### src/rtl/control_execute_stage.sv
// ID->EX pipeline register with slow-FPU occupancy tracking and I/O hazard stall.
// Ports: clk, rstn (async low); id_valid/id_ctrl in; flush, ex_stall, in_valid,
//   out_ready in; ex_valid/ex_ctrl, id_stall, slow_fpu_busy, slow_fpu_done out.
//   Define CTRL_STAGE_PERF_EN to add perf_stall_cycles / perf_bubbles counters.

package control_execute_pkg;

    // The named fields fill all 24 bits, so funct3_0 sits at bit 0.
    typedef struct packed {
        logic       branch;
        logic       jump;
        logic [2:0] result_src;
        logic       mem_read;
        logic       mem_write;
        logic       alu_src;
        logic       reg_write;
        logic [4:0] alu_control;
        logic       out_issued;
        logic       in_issued;
        logic       fast_fpu_dispatch;
        logic       slow_fpu_dispatch;
        logic       fpu_reg_write;
        logic [1:0] write_src;
        logic       s_fpu;
        logic       alu_op_and;
        logic       funct3_0;
    } ex_ctrl_t;

endpackage

module control_execute_stage
    import control_execute_pkg::*;
#(
    parameter int unsigned SLOW_FPU_LAT = 4
) (
    input  logic        clk,
    input  logic        rstn,
    input  logic        id_valid,
    input  logic [23:0] id_ctrl,
    input  logic        flush,
    input  logic        ex_stall,
    input  logic        in_valid,
    input  logic        out_ready,
    output logic        ex_valid,
    output logic [23:0] ex_ctrl,
    output logic        id_stall,
    output logic        slow_fpu_busy,
    output logic        slow_fpu_done
`ifdef CTRL_STAGE_PERF_EN
    ,
    output logic [31:0] perf_stall_cycles,
    output logic [31:0] perf_bubbles
`endif
);

    localparam logic [1:0] S_IDLE = 2'd0;
    localparam logic [1:0] S_BUSY = 2'd1;
    localparam logic [1:0] S_DONE = 2'd2;

    localparam logic [3:0] CNT_LOAD = 4'(SLOW_FPU_LAT - 1);

    ex_ctrl_t   id_c;
    ex_ctrl_t   ex_c;
    ex_ctrl_t   bubble_c;
    logic [1:0] state;
    logic [3:0] cnt;

    logic io_hazard;
    logic slow_hazard;
    logic hold;
    logic load;
    logic bubble;
    logic slow_start;

    assign id_c = id_ctrl;

    // A bubble keeps the datapath fields but drops every side effect.
    always_comb begin
        bubble_c                   = id_c;
        bubble_c.branch            = 1'b0;
        bubble_c.jump              = 1'b0;
        bubble_c.mem_read          = 1'b0;
        bubble_c.mem_write         = 1'b0;
        bubble_c.reg_write         = 1'b0;
        bubble_c.out_issued        = 1'b0;
        bubble_c.in_issued         = 1'b0;
        bubble_c.fast_fpu_dispatch = 1'b0;
        bubble_c.slow_fpu_dispatch = 1'b0;
        bubble_c.fpu_reg_write     = 1'b0;
    end

    assign io_hazard = ex_valid &
                       ((ex_c.in_issued & ~in_valid) |
                        (ex_c.out_issued & ~out_ready));

    // A flushed slow dispatch is dropped, so it need not wait for the FPU.
    assign slow_hazard = id_valid & id_c.slow_fpu_dispatch &
                         (state == S_BUSY) & ~flush;

    assign id_stall   = io_hazard | slow_hazard;

    // An EX instruction waiting on an I/O handshake must not be overwritten.
    assign hold       = ex_stall | io_hazard;
    assign load       = id_valid & ~id_stall & ~hold & ~flush;
    assign bubble     = ~hold & ~load;
    assign slow_start = load & id_c.slow_fpu_dispatch;

    always_ff @(posedge clk or negedge rstn) begin
        if (!rstn) begin
            ex_valid <= 1'b0;
            ex_c     <= '0;
        end else if (!hold) begin
            ex_valid <= load;
            ex_c     <= load ? id_c : bubble_c;
        end
    end

    assign ex_ctrl = ex_c;

    // BUSY lasts SLOW_FPU_LAT-1 cycles and DONE one more, so the unit is
    // occupied SLOW_FPU_LAT cycles; the counter reaches 0 on entry to DONE.
    always_ff @(posedge clk or negedge rstn) begin
        if (!rstn) begin
            state <= S_IDLE;
            cnt   <= 4'd0;
        end else begin
            case (state)
                S_IDLE: begin
                    if (slow_start) begin
                        state <= S_BUSY;
                        cnt   <= CNT_LOAD;
                    end
                end
                S_BUSY: begin
                    cnt <= cnt - 4'd1;
                    if (cnt == 4'd1) begin
                        state <= S_DONE;
                    end
                end
                S_DONE: begin
                    if (slow_start) begin
                        state <= S_BUSY;
                        cnt   <= CNT_LOAD;
                    end else begin
                        state <= S_IDLE;
                    end
                end
                default: begin
                    state <= S_IDLE;
                    cnt   <= 4'd0;
                end
            endcase
        end
    end

    assign slow_fpu_busy = (state == S_BUSY);
    assign slow_fpu_done = (state == S_DONE);

`ifdef CTRL_STAGE_PERF_EN
    always_ff @(posedge clk or negedge rstn) begin
        if (!rstn) begin
            perf_stall_cycles <= 32'd0;
            perf_bubbles      <= 32'd0;
        end else begin
            if (id_stall) begin
                perf_stall_cycles <= perf_stall_cycles + 32'd1;
            end
            if (bubble) begin
                perf_bubbles <= perf_bubbles + 32'd1;
            end
        end
    end
`endif

endmodule

### config.mk
export PLATFORM = sky130hd
export DESIGN_NAME = control_execute_stage
export DESIGN_NICKNAME = d
export VERILOG_FILES = /design/src/rtl/control_execute_stage.sv
export SDC_FILE = /design/constraint.sdc
export NUM_CORES = 1
export LEC_CHECK = 0
export CORE_ASPECT_RATIO = 0.75
export CORE_MARGIN = 4
export CORE_UTILIZATION = 42
export CTS_CLUSTER_SIZE = 12
export DETAILED_ROUTE_END_ITERATION = 16
export GPL_TIMING_DRIVEN = 0
export PLACE_DENSITY = 0.85
export SLEW_MARGIN = 15
export SYNTH_ARGS = -nofsm -noshare
export SYNTH_HDL_FRONTEND = slang
export SYNTH_SLANG_ARGS = --single-unit
### constraint.sdc
create_clock -name clk -period 1.7 [get_ports clk]
set_input_delay 0.34 -clock clk [delete_from_list [all_inputs] [get_ports clk]]
set_output_delay 0.34 -clock clk [all_outputs]
set_load 0.03 [all_outputs]
==> impl_summary.md, run 1 <==
Timing
The total setup violations reported at the end of the flow is 0. The worst path in the final design needs a cycle of 1.690 ns, including I/O delays and setup. The tightest hold margin is 0.09350 ns. The number of pins with negative max-slew slack in the final report came to 0. The transition time of the tightest slew-check pin is 0.6519 ns. The clock skew after layout is 0.006364 ns. Based on the critical path, the design can be clocked at up to 591.7 MHz. The worst-case headroom to the max-slew limit is 0.5654. The number of endpoints with negative hold slack in the final report was 0. Setup repair after global routing could not meet its margin everywhere. Of the available clock period, the critical path in the final layout requires 0.9941.

Power and ir drop
The reported net switching power is 0.7222 mW. Of the total power, combinational logic draws 0.361. The share of total power dissipated in the clock network is 0.223. The power after layout is 2.239 mW.

Of the total power, registers draw 0.416. The maximum VDD drop is 0.0005771 V. The areal power density over the cells is 1036 mW/mm^2.

The static leakage power is 1.039 nW. The net switching share of the total power is 0.3225. Cell internal power was estimated by the tool at 1.517 mW.

Setup path
The critical path is of the reg -> out type. STA classifies the critical path startpoint as a register. The arrival time of data at the critical path endpoint is 1.35 ns. The required time of the worst setup path is 1.36 ns.

The maximum net fanout on the critical path is 3. The worst setup path is captured at an output port.

Detailed routing
Wires add up to 3618 um. For this run, design rule violations remaining after detail routing come to 0. The number of vias per cell after detailed routing is 5.164.

For this block, the via count after detailed routing is 1131. Dividing the detail-routed wire length by the instance count gives 16.52 um. The detailed router finished its first iteration with 41 violations. The remaining antenna violation count is 0. The detailed-routing iteration count for the pre-antenna-repair pass is 4.

Clocking
Clock tree synthesis found a total of 31 sinks. The tree is rooted in a sky130_fd_sc_hd__clkbuf_8. The clock reaches the later pin of the worst-skew pair after 0.28 ns.

Clock-pin slew was measured on the worst setup and hold paths at 0.06 ns. Counting along the longest clock path gives a buffer depth of 2. The H-tree was split into 2 levels.

TritonCTS built the clock tree. For this design, the CTS-stage hold fixing added 0 buffers. The total clock buffers created by CTS is 5.

Synthesis
In this run the cell area of the synthesized design comes to 0.001396 mm^2. The count of mapped cells out of synthesis is 114. By area the synthesized netlist is led by sky130_fd_sc_hd__dfrtp_1 (56%), sky130_fd_sc_hd__mux2_4 (11%), sky130_fd_sc_hd__o21ai_0 (7.2%). The number of nets handed over by synthesis was 147. The cell taking the most area after synthesis is sky130_fd_sc_hd__dfrtp_1. Of the post-synthesis cell area, the dominant cell type holds 0.5556. The sequential-to-total area share from yosys stat is 0.5556.

The count of distinct cell types in the synthesized netlist is 30. The synthesized area per cell is 12.25 um^2. The number of warnings issued by yosys is 0. The synthesized design contains 31 register bits.

Finish
The most common cell after layout, fill and taps aside is sky130_fd_sc_hd__clkdlybuf4s50_1. Once layout is complete, the utilization of the core stands at 0.7055. The area overhead of the layout relative to synthesis is 54.75%.

The number of filler instances in the final layout is 225. The ratio of cells with drive above 1 in the final layout is 0.2210. The final layout contains 215 nets. The count of antenna diodes in the layout is 0.

The top cell types in the final layout, fill and taps aside, are sky130_fd_sc_hd__clkdlybuf4s50_1 (45), sky130_fd_sc_hd__dfrtp_1 (31), sky130_fd_sc_hd__o21ai_0 (20), sky130_fd_sc_hd__mux2_4 (10), sky130_fd_sc_hd__nand2_1 (10).

Die
The floorplan step defined a die boundary enclosing 0.004321 mm^2. The number of standard-cell rows in the floorplan is 17. From bottom edge to top edge, the die measures 57.94 um.

Measured along the x axis, the die boundary spans 74.58 um. The starting density of the core is 0.4559. In this run the standard cell core region covers 0.003063 mm^2. 59 I/O pins were placed.

GRT
The first global-routing pass estimated 5595 um of wire. The number of global-route vias before repair is 1201. In the global route stage, overall resource usage came out at 0.1736. Entering global routing, the biggest net connects 32 pins. The total global routing overflow is 0. The number of antenna violations at the first check in global routing is 0.

Place
Routability-driven placement finished with a final weighted congestion of 0.7484. The count of input and output buffers is 58. Summed over all nets, the half-perimeter wirelength after detailed placement is 2698 um.

Status
The run finished with clean final reports.

Hold path
The class of the most critical hold timing path is in -> async.

Job
The count of max-cap constraint violations is 0.
-- power groups by stage --
stage	Sequential (mW)	Combinational, mW	Clock (mW)
global placement	0.930	0.763	0
CTS	0.928	0.815	0.514
finish	0.932	0.808	0.499
floorplan	1.05	0.352	0
global route	0.944	0.871	0.554
detailed placement	0.940	0.799	0
-- cell type report --
class	instances	area [um^2]	area share
Inverter	5	18.77	0.008686
Buffer	7	68.82	0.03185
Sequential cell	31	775.7	0.3590
Timing Repair Buffer	61	604.3	0.2797
Tap cell	38	47.55	0.02200
Clock buffer	6	72.57	0.03358
Multi-Input combinational cell	71	573.1	0.2652
-- flip-flops by register name, indices dropped and copies added (netlist names) --
register,cells
state,2
ex_ctrl,24
ex_valid,1
cnt,4
-- Yosys cell counts (all sizes together) --
cell / number
dfrtp: 31
o21ai: 22
mux2: 16
nand2: 10
inv: 5
buf: 4
nand2b: 4
clkbuf: 3
ha: 2
nor3: 2
o32ai: 2
xnor2: 2
a21boi: 1
a21oi: 1
and2: 1
and3: 1
nand3b: 1
nor2b: 1
o21bai: 1
o22ai: 1
o31a: 1
or2: 1
or3: 1
-- worst paths after layout --
| kind | end | start | slack [ns] | cells past startpoint |
|---|---|---|---|---|
| setup / recovery | id_stall | ex_ctrl[8]$_DFFE_PN0N_ | 0.01 | 5 |
| hold reg to reg | ex_ctrl[10]$_DFFE_PN0N_ | ex_ctrl[10]$_DFFE_PN0N_ | 0.51 | 1 |
| min in group clk | ex_ctrl[10]$_DFFE_PN0N_ | ex_ctrl[10]$_DFFE_PN0N_ | 0.51 | 1 |
| hold / removal | ex_ctrl[3]$_DFFE_PN0N_ | rstn | 0.09 | 1 |
| max in group asynchronous | ex_ctrl[7]$_DFFE_PN0N_ | rstn | 1.18 | 1 |
| setup reg to reg | ex_ctrl[16]$_DFFE_PN0N_ | ex_ctrl[9]$_DFFE_PN0N_ | 0.05 | 7 |
-- worst max-delay path, cell delays in order (launching register included) --
cell	delay, ns
sky130_fd_sc_hd__dfrtp_1	0.41
sky130_fd_sc_hd__nand2b_4	0.08
sky130_fd_sc_hd__a21boi_4	0.16
sky130_fd_sc_hd__clkbuf_8	0.14
sky130_fd_sc_hd__o21bai_1	0.10
sky130_fd_sc_hd__buf_4	0.18
-- through the flow --
step / cell area [um^2] / instances / TNS [ns] / setup slack [ns]
after floorplan: 1396 / 114 / 0 / 0.006773
final: 2161 / 219 / 0 / 0.01001
after detailed placement: 2019 / 210 / -6.077 / -0.9511
after global routing: 2161 / 219 / -0.02639 / -0.02639
after global placement: 2024 / 210 / -11.80 / -0.9105
after CTS: 2126 / 217 / -0.1672 / -0.1672
-- layer usage --
layer | track usage | vias to the layer above | wire (um)
li1 | - | 523 | -
met1 | 0.2004 | 555 | 1465
met2 | 0.3004 | 44 | 1853
met3 | 0.04506 | 9 | 217
met4 | 0.07868 | 0 | 82
met5 | 0 | - | 0
-- cells by family (layout without fill, tap and decap cells) --
family	after synthesis	in the layout	synth area share
AND/OR/NAND/NOR	22	22	0.08246
adder cells (fa/ha/maj)	2	2	0.01792
flip-flops	31	31	0.5556
AO/OA/AOI/OAI	29	29	0.1219
buffers and inverters	12	79	0.05376
multiplexers	16	16	0.1559
XOR/XNOR	2	2	0.01255
-- repair_timing --
action / 4_1_cts / 5_1_grt
setup endpoints to repair: 4 / 19
pin swaps: 1 / 1
buffers inserted: 1 / 2
resized for setup: 17 / 14
Power figures use the tool's default switching activity.
==> run 2, diff against run 1 <==
REMOVE_ABC_BUFFERS = 1   (was not set)
==> impl_summary.md, run 2 (synthesized netlist as in run 1, its figures left out) <==
Finish
The area overhead of the layout relative to synthesis is 50.99%. After filler insertion, the fill cell instance count of the layout stands at 237. The utilization after layout is 0.6883. The register with the most flip-flops in the layout has 24 of them.

The library cell used most frequently in the layout, excluding fill and tap cells, is sky130_fd_sc_hd__clkdlybuf4s50_1. The number of antenna diodes in the final layout is 0. The ratio of cells with drive above 1 in the final layout is 0.2135. In the final design database the tool counted 210 nets. The total area of sequential cells is 777.0 um^2. The finished cells cover 0.002108 mm^2. The top cell types in the final layout, fill and taps aside, are sky130_fd_sc_hd__clkdlybuf4s50_1 (42), sky130_fd_sc_hd__dfrtp_1 (30), sky130_fd_sc_hd__o21ai_0 (20), sky130_fd_sc_hd__mux2_4 (10), sky130_fd_sc_hd__nand2_1 (10). The combined area of the multi-input logic cells is 583.1 um^2.

Setup path
Walking the worst path, the cells encountered are clkdlybuf4s50_1. For the worst flop-to-flop path, the logic depth is 6. The required time of the worst setup path is 1.36 ns. Broken down by cell family, the worst path's largest delay share belongs to buffers and inverters. The worst flop-to-flop path startpoint is ex_ctrl[9]$_DFFE_PN0N_. The launching element type of the critical path is a register. The capture point of the worst reg-to-reg path is cnt[0]$_DFFE_PN0P_. The sort of element at the end of the critical path is an output port. The setup slack of the most critical reg-to-reg path is 0.13 ns. The peak per-stage delay on the critical path is 0.68 ns. The cell at the slowest stage of the critical path is sky130_fd_sc_hd__clkdlybuf4s50_1.

The class of the most critical setup path is reg -> out. Counting both buffers and inverters, the worst setup path holds a total of 1. The arrival time of data at the critical path endpoint is 1.30 ns. The maximum net fanout on the critical path is 2.

Clocking
The number of buffers inserted by hold repair at cts is 0. The clock latency at the later pin of the worst-skew pair is 0.27 ns. The TritonCTS clock tree is built. Counting along the longest clock path gives a buffer depth of 2.

The CTS sink count is 31. Clock tree synthesis selected as its root buffer the cell sky130_fd_sc_hd__clkbuf_8. The total clock buffers created by CTS is 5. The H-tree level count is 2.

The clock transition at the registers of the reported paths is 0.06 ns.

Die
The placeable core region is 0.003063 mm^2. The die is 74.58 um wide. Measured along the y axis, the die boundary spans 57.94 um. The die covers 0.004321 mm^2.

Pin placement for this block handled 59 I/O pins. The starting density of the core is 0.4559. After floorplanning, the core was divided into 17 placement rows.

Status
The run finished with clean final reports.

GRT
The total routing usage reported by global routing is 0.1732. The number of antenna violations at the first check in global routing is 0. The number of global-route vias before repair is 1204. The first global-routing pass estimated 5720 um of wire. Entering global routing, the biggest net connects 32 pins. The total overflow left after global routing is 0.

Timing
The clock skew after layout is 0.003038 ns. Of the available clock period, the critical path in the final layout requires 0.9658. Measured against its own limit, the worst slew margin works out to 0.5544. The fmax is 609.1 MHz. At the pin with the least slew margin, the transition time is 0.6684 ns. The number of pins with negative max-slew slack in the final report is 0. The minimum clock period is 1.642 ns.

The number of endpoints with negative hold slack in the final report came to 0. Setup repair after global routing left no endpoint under its margin. The sum of negative setup slack is 0 ns. The setup slack after layout is 0.05821 ns. The total setup violations reported at the end of the flow is 0.

Detailed routing
The detailed-route wire length is 3450 um. After detailed routing, the average wire length per cell comes to 15.97 um. The violation count after the first detailed-route iteration is 72. The detailed-routing iteration count for the pre-antenna-repair pass is 4.

The number of design rule violations left after detail routing is 0. Using the TritonRoute via totals, the vias-per-cell ratio works out to 5.171. The remaining antenna violation count is 0.

The via count of the routed design is 1117.

Place
The count of input and output buffers is 58. The routability congestion estimate from global placement is 0.6930. The minimum setup slack after placement is -1.176 ns. In this run the cell area measured after placement is 0.001963 mm^2. The detailed-placement wirelength estimate is 2406 um.

Power and ir drop
The static leakage power is 1.007 nW. The power after layout is 2.228 mW. The maximum VDD drop is 0.0005676 V. Dividing total power by cell area gives a power density of 1057 mW/mm^2.

Job
The count of max-cap constraint violations is 0.

Hold path
The min-delay analysis places its worst path in the category in -> async.
==> run 2: cell types whose count changed in the layout (fill, tap and decap cells not counted), moves of 2 or more <==
cell / before / now
sky130_fd_sc_hd__dlygate4sd2_1: 1 / 6
sky130_fd_sc_hd__clkdlybuf4s50_1: 45 / 42
sky130_fd_sc_hd__clkbuf_2: 2 / 0
sky130_fd_sc_hd__or2_2: 0 / 2
==> run 2: cell type report <==
type / count / share of cell area
Inverter: 5 / 0.008902
Sequential cell: 31 / 0.3685
Clock inverter: 1 / 0.002374
Timing Repair Buffer: 61 / 0.2849
Multi-Input combinational cell: 73 / 0.2766
Tap cell: 38 / 0.02255
Clock buffer: 7 / 0.03620
==> run 2: layer usage <==
layer  up-vias  GRT usage  part of all wire
met5         -          0                 0
met4         0    0.03299            0.0023
met3         2    0.06932              0.11
met2        56     0.2829              0.49
met1       540     0.2186              0.40
li1        519          -                 -
==> run 2: repair_timing <==
item | CTS | global route
resized for setup | 21 | 10
setup buffers | 3 | 0
cloned | 2 | 0
endpoints found under the hold margin | 0 | 0
endpoints found under the setup margin | 28 | 14
pin swaps | 1 | 0
==> run 2: report_power, final <==
group | leakage (nW) | internal, mW | switching, mW
Combinational | 0.579 | 0.358 | 0.383
Clock | 0.0422 | 0.286 | 0.244
Sequential | 0.385 | 0.857 | 0.0987
==> run 2: worst max-delay path by stage <==
stage | from | endpoint | slack [ns] | depth (start not counted)
floorplan | ex_ctrl[8]$_DFFE_PN0N_ | ex_ctrl[10]$_DFFE_PN0N_ | -0.44 | 4
global placement | out_ready | ex_valid$_DFFE_PN0N_ | -1.10 | 5
detailed placement | out_ready | ex_ctrl[10]$_DFFE_PN0N_ | -1.18 | 5
CTS | state[1]$_DFFE_PN0P_ | slow_fpu_busy | 0.006 | 3
finish | ex_ctrl[0]$_DFFE_PN0N_ | ex_ctrl[0] | 0.06 | 1
global route | ex_ctrl[14]$_DFFE_PN0N_ | ex_ctrl[14] | 0.002 | 1
==> run 2: stage by stage <==
| step | hold WS [ns] | instances |
|---|---|---|
| floorplan | 0.04441 | 107 |
| global placement | 0.4877 | 203 |
| detailed placement | 0.4181 | 203 |
| CTS | 0.1210 | 216 |
| global route | 0.1350 | 216 |
| finish | 0.1004 | 216 |
